==> config.mk <==
export PLATFORM = sky130hd
export DESIGN_NAME = mem_stage
export DESIGN_NICKNAME = d
export VERILOG_FILES = /design/src/rtl/mem_stage.sv
export SDC_FILE = /design/constraint.sdc
export NUM_CORES = 1
export LEC_CHECK = 0
export BUFFER_PORTS_ARGS = -buffer_cell sky130_fd_sc_hd__buf_2
export CAP_MARGIN = 20
export CORE_MARGIN = 2
export CORE_UTILIZATION = 42
export CTS_CLUSTER_SIZE = 12
export DETAILED_ROUTE_END_ITERATION = 7
export PLACE_DENSITY = 0.79
export SYNTH_ARGS = -nofsm -noshare
export SYNTH_HDL_FRONTEND = slang
export SYNTH_SLANG_ARGS = --single-unit
==> constraint.sdc <==
create_clock -name clk -period 5.2 [get_ports clk]
set_input_delay 0.78 -clock clk [delete_from_list [all_inputs] [get_ports clk]]
set_output_delay 0.78 -clock clk [all_outputs]
set_load 0.01 [all_outputs]
==> src/rtl/mem_stage.sv <==
// Memory stage: EX/MEM pipeline register, branch resolution, ready-handshaked data-memory access
// with upstream stall, and the MEM/WB register feeding write-back and forwarding.
module mem_stage #(
  parameter int unsigned STALL_CNT_W = 32
) (
  input  logic                   clk,
  input  logic                   rst_n,
  input  logic                   ex_valid,
  input  logic [31:0]            ex_alu_result,
  input  logic [31:0]            ex_write_data,
  input  logic [4:0]             ex_write_reg,
  input  logic                   ex_zero,
  input  logic [31:0]            ex_branch_target,
  input  logic                   ex_reg_write,
  input  logic                   ex_mem_read,
  input  logic                   ex_mem_write,
  input  logic                   ex_mem_to_reg,
  input  logic                   ex_branch,
  output logic                   mem_stall,
  output logic                   pc_src,
  output logic [31:0]            branch_target,
  output logic [31:0]            ex_mem_alu_result,
  output logic [4:0]             ex_mem_write_reg,
  output logic                   ex_mem_reg_write,
  output logic                   dmem_req,
  output logic                   dmem_we,
  output logic [31:0]            dmem_addr,
  output logic [31:0]            dmem_wdata,
  input  logic                   dmem_ready,
  input  logic [31:0]            dmem_rdata,
  output logic                   wb_valid,
  output logic                   wb_reg_write,
  output logic [4:0]             wb_write_reg,
  output logic [31:0]            mem_wb_write_data,
  output logic                   err_misaligned,
  output logic [STALL_CNT_W-1:0] stall_cycles
);

  typedef enum logic [0:0] {StIdle, StWait} state_e;

  state_e      state_q;
  logic        exm_valid, exm_zero, exm_reg_write, exm_mem_read;
  logic        exm_mem_write, exm_mem_to_reg, exm_branch;
  logic [31:0] exm_alu_result, exm_write_data, exm_branch_target;
  logic [4:0]  exm_write_reg;

  logic mem_op, misaligned, aligned_op;

  assign mem_op     = exm_valid & (exm_mem_read | exm_mem_write);
  assign misaligned = mem_op & (exm_alu_result[1:0] != 2'b00);
  assign aligned_op = mem_op & ~misaligned;

  // Request is driven straight from EX/MEM, so reset clearing exm_valid drops it at once.
  assign mem_stall  = aligned_op & ~dmem_ready;
  assign dmem_req   = aligned_op;
  assign dmem_we    = aligned_op & exm_mem_write;
  assign dmem_addr  = exm_alu_result;
  assign dmem_wdata = exm_write_data;

  assign pc_src            = exm_valid & exm_branch & exm_zero;
  assign branch_target     = exm_branch_target;
  assign ex_mem_alu_result = exm_alu_result;
  assign ex_mem_write_reg  = exm_write_reg;
  assign ex_mem_reg_write  = exm_valid & exm_reg_write;

  always_ff @(posedge clk or negedge rst_n) begin
    if (!rst_n) begin
      exm_valid         <= 1'b0;
      exm_alu_result    <= '0;
      exm_write_data    <= '0;
      exm_write_reg     <= '0;
      exm_zero          <= 1'b0;
      exm_branch_target <= '0;
      exm_reg_write     <= 1'b0;
      exm_mem_read      <= 1'b0;
      exm_mem_write     <= 1'b0;
      exm_mem_to_reg    <= 1'b0;
      exm_branch        <= 1'b0;
    end else if (!mem_stall) begin
      exm_valid         <= ex_valid;
      exm_alu_result    <= ex_alu_result;
      exm_write_data    <= ex_write_data;
      exm_write_reg     <= ex_write_reg;
      exm_zero          <= ex_zero;
      exm_branch_target <= ex_branch_target;
      exm_reg_write     <= ex_reg_write;
      exm_mem_read      <= ex_mem_read;
      exm_mem_write     <= ex_mem_write;
      exm_mem_to_reg    <= ex_mem_to_reg;
      exm_branch        <= ex_branch;
    end
  end

  always_ff @(posedge clk or negedge rst_n) begin
    if (!rst_n) begin
      state_q <= StIdle;
    end else begin
      unique case (state_q)
        StIdle:  if (aligned_op && !dmem_ready) state_q <= StWait;
        StWait:  if (dmem_ready) state_q <= StIdle;
        default: state_q <= StIdle;
      endcase
    end
  end

  // Stalled cycles retire a bubble; misaligned ops retire as bubbles and stores never write.
  always_ff @(posedge clk or negedge rst_n) begin
    if (!rst_n) begin
      wb_valid          <= 1'b0;
      wb_reg_write      <= 1'b0;
      wb_write_reg      <= '0;
      mem_wb_write_data <= '0;
    end else if (mem_stall) begin
      wb_valid     <= 1'b0;
      wb_reg_write <= 1'b0;
    end else begin
      wb_valid          <= exm_valid & ~misaligned;
      wb_reg_write      <= exm_valid & exm_reg_write & ~misaligned & ~exm_mem_write;
      wb_write_reg      <= exm_write_reg;
      mem_wb_write_data <= (exm_mem_read && exm_mem_to_reg) ? dmem_rdata : exm_alu_result;
    end
  end

  always_ff @(posedge clk or negedge rst_n) begin
    if (!rst_n) begin
      err_misaligned <= 1'b0;
      stall_cycles   <= '0;
    end else begin
      if (misaligned) err_misaligned <= 1'b1;
      if (mem_stall && (stall_cycles != {STALL_CNT_W{1'b1}})) begin
        stall_cycles <= stall_cycles + 1'b1;
      end
    end
  end

endmodule

==> impl_metrics.ini, run 1 <==
[cells_and_area]
fin_nets = 1035
final.fill_count = 1511
antenna_cells = 0
drive_gt1_frac = 0.563
final_area_um2 = 9950
area_growth_pct = 31.6

[drt]
top_layer_used = met4
wire_per_inst_um = 16.2
drt-pass1-iter-count = 4
drc_errors = 0
dr_wl_met3_um = 1260
vias = 5484
finalWirelength_um = 18300
ant_nets = 0
first_iter_violations = 230
met2_length_um = 9240
wl_met1_um = 7530
viasPerCell = 4.84

[floorplanning]
die_w_um = 138
initial_core_util = 0.424
ios = 353
num_rows = 49
die_y_um = 138
dieArea_um2 = 19100
core_area_um2 = 17800

[global_route]
grtUsageTotal = 0.191
grt_pass1_wl_um = 29200
overflow = 0
grt_pass1_vias = 5582
grt_max_degree = 104
antenna_found_initial = 0

[clocking]
cts.clk_slew.worst_paths_ns = 0.06
ctsHoldBuffers = 0
cts_tree = yes
post_cts_resized = 0
cts.path.max_buffers = 2
post_cts_buffers = 0
cts-buffers-inserted = 17
clock-sinks = 180
clk_latency_ns = 0.42
clock-root-buffer = clkbuf_16
ctsHtreeMaxLevel = 4

[synth]
postSynthRegisterBits = 180
yosysSeqAreaShare = 0.596
syn_inst = 572
netlist_top_cells_area = dfrtp_1 60%, mux2_2 17%, mux2i_1 4.2%
syn_area_um2 = 7560
synth_warnings = 0
postSynthAreaPerCell_um2 = 13.2
synth_nets = 716
synth_ff_type = dfrtp_1
synth_area_leader_cell = dfrtp_1
netlist.area_leader.share = 0.596
synth_edf_count = 0
synthArstFlopShare = 1.00
yosys.cell_types.count = 36

[placement]
io_buffer_count = 352
dpl_cell_area_um2 = 9290
hpwl_um = 13500
place.gp.congestion = 0.802

[power]
p_leak_nw = 4.98
ir_worst_vdd_uv = 214
p_total_mw = 3.39
power_density_nw_per_um2 = 341

[sta]
rsz0062_at_grt = false
fin_crit_ns = 3.19
fin_crit_sh = 0.613
fmax_ghz = 0.314
clock_skew_ns = 0.0106
setup_viol = 0
worstMarginPinSlew_ns = 0.927
relSlewSlack = 0.382
slew_violations = 0
finalHoldViolations = 0
fin_tns_setup_ns = 0

[hold_path]
min_path_type = in -> async

[worst_setup_path]
cp-start-kind = flop
cp_data_arrival_time_ns = 2.41
worstSetupEndpointType = output port
worstSetupPathType = reg -> out
crit_required_ns = 4.42
critPathMaxFanout = 84

[outcome]
status = finished clean

[run]
max_cap_viol_count = 0
==> path summary, 6_finish.rpt <==
path | end | start | slack [ns] | depth (start not counted)
max reg2reg | wb_write_reg[0] | dmem_addr[1] | 2.47 | 4
max in group asynchronous | mem_wb_write_data[27] | rst_n | 3.64 | 2
min reg2reg | mem_wb_write_data[30] | mem_wb_write_data[30] | 0.48 | 2
max | mem_stall | dmem_addr[1] | 2.01 | 3
min in group clk | mem_wb_write_data[30] | mem_wb_write_data[30] | 0.48 | 2
min | stall_cycles[25] | rst_n | 0.45 | 1
==> power by group <==
group          total, mW  internal (mW)  switching [mW]
Sequential          1.59           1.50          0.0832
Combinational      0.430          0.209           0.221
Clock               1.37          0.826           0.547
Total               3.39           2.54           0.851
==> cell usage in the layout, fill, tap and decap left out, drive strengths merged, types with 2 or more instances in the layout <==
| master | n |
|---|---|
| and3 | 4 |
| or4 | 2 |
| or2 | 2 |
| bufinv | 4 |
| or3 | 2 |
| clkbuf | 19 |
| nand3 | 8 |
| inv | 10 |
| nor2 | 14 |
| xor2 | 18 |
| clkinv | 4 |
| buf | 356 |
| o21ai | 34 |
| mux2i | 32 |
| and2 | 3 |
| mux2 | 111 |
| nor3 | 12 |
| nand2 | 44 |
| nor4 | 7 |
| nand4 | 16 |
| xnor2 | 12 |
| dfrtp | 180 |
==> per-layer routing <==
| metal | vias to the layer above | GRT usage |
|---|---|---|
| met4 | 0 | 0.0559 |
| li1 | 2606 | - |
| met2 | 206 | 0.330 |
| met3 | 19 | 0.0617 |
| met1 | 2653 | 0.228 |
| met5 | - | 0 |
==> cells by family after synthesis <==
family,count (synthesis),synth area share
muxes,143,0.208
and+or+nand+nor,117,0.0779
buffers and inverters,62,0.0513
xor gates and xnor gates,30,0.0348
DFF,180,0.596
AOI/OAI and AO/OA,39,0.0309
adders and majority gates,1,0.00165
==> stage by stage <==
step / std cells / setup slack (ns) / utilization / hold slack, ns
after global routing: 1133 / 1.86 / 0.558 / 0.502
final: 1133 / 2.01 / 0.558 / 0.454
after floorplan: 572 / 2.44 / - / 0.471
after detailed placement: 1100 / 2.02 / 0.521 / 0.466
after CTS: 1132 / 1.94 / 0.557 / 0.481
after global placement: 1100 / 2.04 / 0.521 / 0.455
==> layout make-up <==
type	instances	area, µm²	share of cell area
clock buffers	19	443	0.0445
clock inverters	13	194	0.0195
inverters	6	27.5	0.00277
multi-input cells	330	2670	0.268
flip-flops and latches	180	4500	0.453
well taps	229	287	0.0288
repair buffers	356	1820	0.183
==> Yosys cell counts (2+ instances only) <==
library cell	number
dfrtp_1	180
mux2_2	111
nand2_1	44
buf_4	34
o21ai_0	33
mux2i_1	32
xor2_1	18
buf_2	16
nand4_1	15
nor2_1	14
xnor2_1	12
nor3_1	10
nand3_1	8
nor4_1	7
clkbuf_1	5
inv_1	5
and3_1	4
and2_1	3
nor3_2	2
or2_2	2
or3_1	2
==> critical path, cell delays in order (launching register included) <==
cell     delay, ns
dfrtp_1       0.46
or4_1         0.68
inv_6         0.58
buf_2         0.26
(Power assumes the default switching activity.)
==> run 2: changes to the inputs <==
--- a/config.mk
+++ b/config.mk
@@ -11,7 +11,7 @@
 export CORE_UTILIZATION = 42
 export CTS_CLUSTER_SIZE = 12
 export DETAILED_ROUTE_END_ITERATION = 7
-export PLACE_DENSITY = 0.79
+export PLACE_DENSITY = 0.82
 export SYNTH_ARGS = -nofsm -noshare
 export SYNTH_HDL_FRONTEND = slang
 export SYNTH_SLANG_ARGS = --single-unit
==> constraint.sdc (replaced) <==
create_clock -name clk -period 2.55 [get_ports clk]
set_input_delay 0.3825 -clock clk [delete_from_list [all_inputs] [get_ports clk]]
set_output_delay 0.3825 -clock clk [all_outputs]
set_load 0.01 [all_outputs]
==> impl_metrics.ini, run 2 (synthesized netlist as in run 1, its figures left out) <==
[floorplanning]
dieArea_um2 = 19100
num_rows = 49
die_w_um = 138
core_area_um2 = 17800
ios = 353
die_y_um = 138
initial_core_util = 0.424

[sta]
rsz0062_at_grt = false
hold_ws_ns = 0.167
worstMarginPinSlew_ns = 0.587
fin_crit_sh = 0.943
fin_crit_ns = 2.41
fmax_ghz = 0.416
clock_skew_ns = 0.00983
fin_tns_setup_ns = 0
finalHoldViolations = 0
slew_violations = 0
setup_viol = 0
relSlewSlack = 0.609

[drt]
first_iter_violations = 214
viasPerCell = 4.95
drt-pass1-iter-count = 4
ant_nets = 0
finalWirelength_um = 19100
drc_errors = 0
vias = 5722
wire_per_inst_um = 16.5

[global_route]
grt_use_met3 = 0.0561
overflow = 0
use_met2 = 0.343
antenna_found_initial = 1
use_met1 = 0.241
grt-busiest-layer = met2
grt_pass1_wl_um = 30800
grtUsageTotal = 0.200
grt_max_degree = 56
grt_pass1_vias = 5868

[worst_setup_path]
worstSetupEndpointType = output port
worstSetupPathType = reg -> out
crit_buf_inv = 3
cp_data_arrival_time_ns = 2.02
critPathTopFamily = simple AND/OR/NAND/NOR gates
max_stage_delay_ns = 0.61
critPathMaxFanout = 31
cp_cell_sequence = or4_4, inv_6, buf_12, buf_2
crit_slowest_cell = or4_4
cp-start-kind = flop
crit_required_ns = 2.17

[clocking]
ctsHtreeMaxLevel = 4
cts.clk_slew.worst_paths_ns = 0.07
cts.path.max_buffers = 2
clock-root-buffer = clkbuf_16
post_cts_buffers = 0
cts-buffers-inserted = 17
clk_latency_ns = 0.41
clock-sinks = 180
cts_tree = yes

[run]
max_cap_viol_count = 0

[placement]
io_buffer_count = 352
hpwl_um = 14300
place.gp.congestion = 0.821

[cells_and_area]
regArea_um2 = 4500
area_growth_pct = 34.6
multi_input_area_um2 = 2680
fin_nets = 1057
final.fill_count = 1522
layout_common_cells = 351 x buf_2, 180 x dfrtp_1, 111 x mux2_2
layout_commonest_cell = buf_2
drive_gt1_frac = 0.575

[power]
ir_worst_vdd_uv = 524
power_density_nw_per_um2 = 669
p_leak_nw = 5.10

[outcome]
status = finished clean

[hold_path]
min_path_type = in -> reg
[run 2: cell types whose count changed in the layout (fill, tap and decap cells not counted), sizes merged]
cell / previous run / this run
clkinv: 4 / 5
bufinv: 4 / 1
diode: 0 / 1
clkbuf: 19 / 18
clkinvlp: 1 / 0
dlygate4sd3: 0 / 1
inv: 10 / 14
buf: 356 / 377
[run 2: per-layer routing]
metal	vias up	part of all wire	wire [µm]
met5	-	0	0
met4	0	0.025	484
met3	33	0.064	1220
met2	235	0.52	9860
met1	2808	0.39	7530
li1	2646	-	-
[run 2: layout make-up]
| type | count | share of cell area |
|---|---|---|
| antenna | 1 | 0.000246 |
| sequential | 180 | 0.443 |
| timing repair buffer | 378 | 0.204 |
| clock inverter | 14 | 0.0159 |
| inverter | 6 | 0.00271 |
| tap | 229 | 0.0282 |
| clock buffer | 18 | 0.0432 |
| multi-input combinational | 330 | 0.263 |
[run 2: stage by stage]
step	utilization	instance area, µm²	std cells	total power, mW	worst slack [ns]
global placement	0.536	9560	1122	4.18	0.397
global route	0.570	10200	1156	7.11	0.0507
floorplan	-	7560	572	3.71	0.476
detailed placement	0.536	9560	1122	4.21	0.354
finish	0.570	10200	1156	6.81	0.145
CTS	0.570	10200	1155	6.89	0.00608
[run 2: worst paths after layout]
| path | startpoint | to | slack, ns | cells past startpoint |
|---|---|---|---|---|
| max in group asynchronous | rst_n | wb_write_reg[4] | 1.37 | 3 |
| max | dmem_addr[1] | mem_stall | 0.14 | 4 |
| min | ex_valid | exm_valid | 0.17 | 2 |
| min in group asynchronous | rst_n | stall_cycles[29] | 0.49 | 2 |
| min reg2reg | mem_wb_write_data[21] | mem_wb_write_data[21] | 0.48 | 2 |
| max reg2reg | stall_cycles[20] | stall_cycles[31] | 0.41 | 6 |
[run 2: worst reg2reg max path, delay by kind of cell, from the launching register on]
family                    cells  cell delay (ns)
and+or+nand+nor               3             0.97
DFF                           1             0.46
buffers and inverters         1             0.22
AOI/OAI and AO/OA             1             0.20
xor gates and xnor gates      1             0.15
[run 2: where the power goes]
group | internal, mW | switching, mW | leakage (nW)
combinational | 0.448 | 0.460 | 2.65
clock | 1.43 | 1.23 | 0.297
sequential | 3.07 | 0.172 | 2.15
total | 4.94 | 1.87 | 5.10
[run 2: what timing repair did]
item	4_1_cts	5_1_grt
hold endpoints to repair	51	0
hold buffers	1	0
endpoints found under the setup margin	0	1
gates resized for setup	0	1
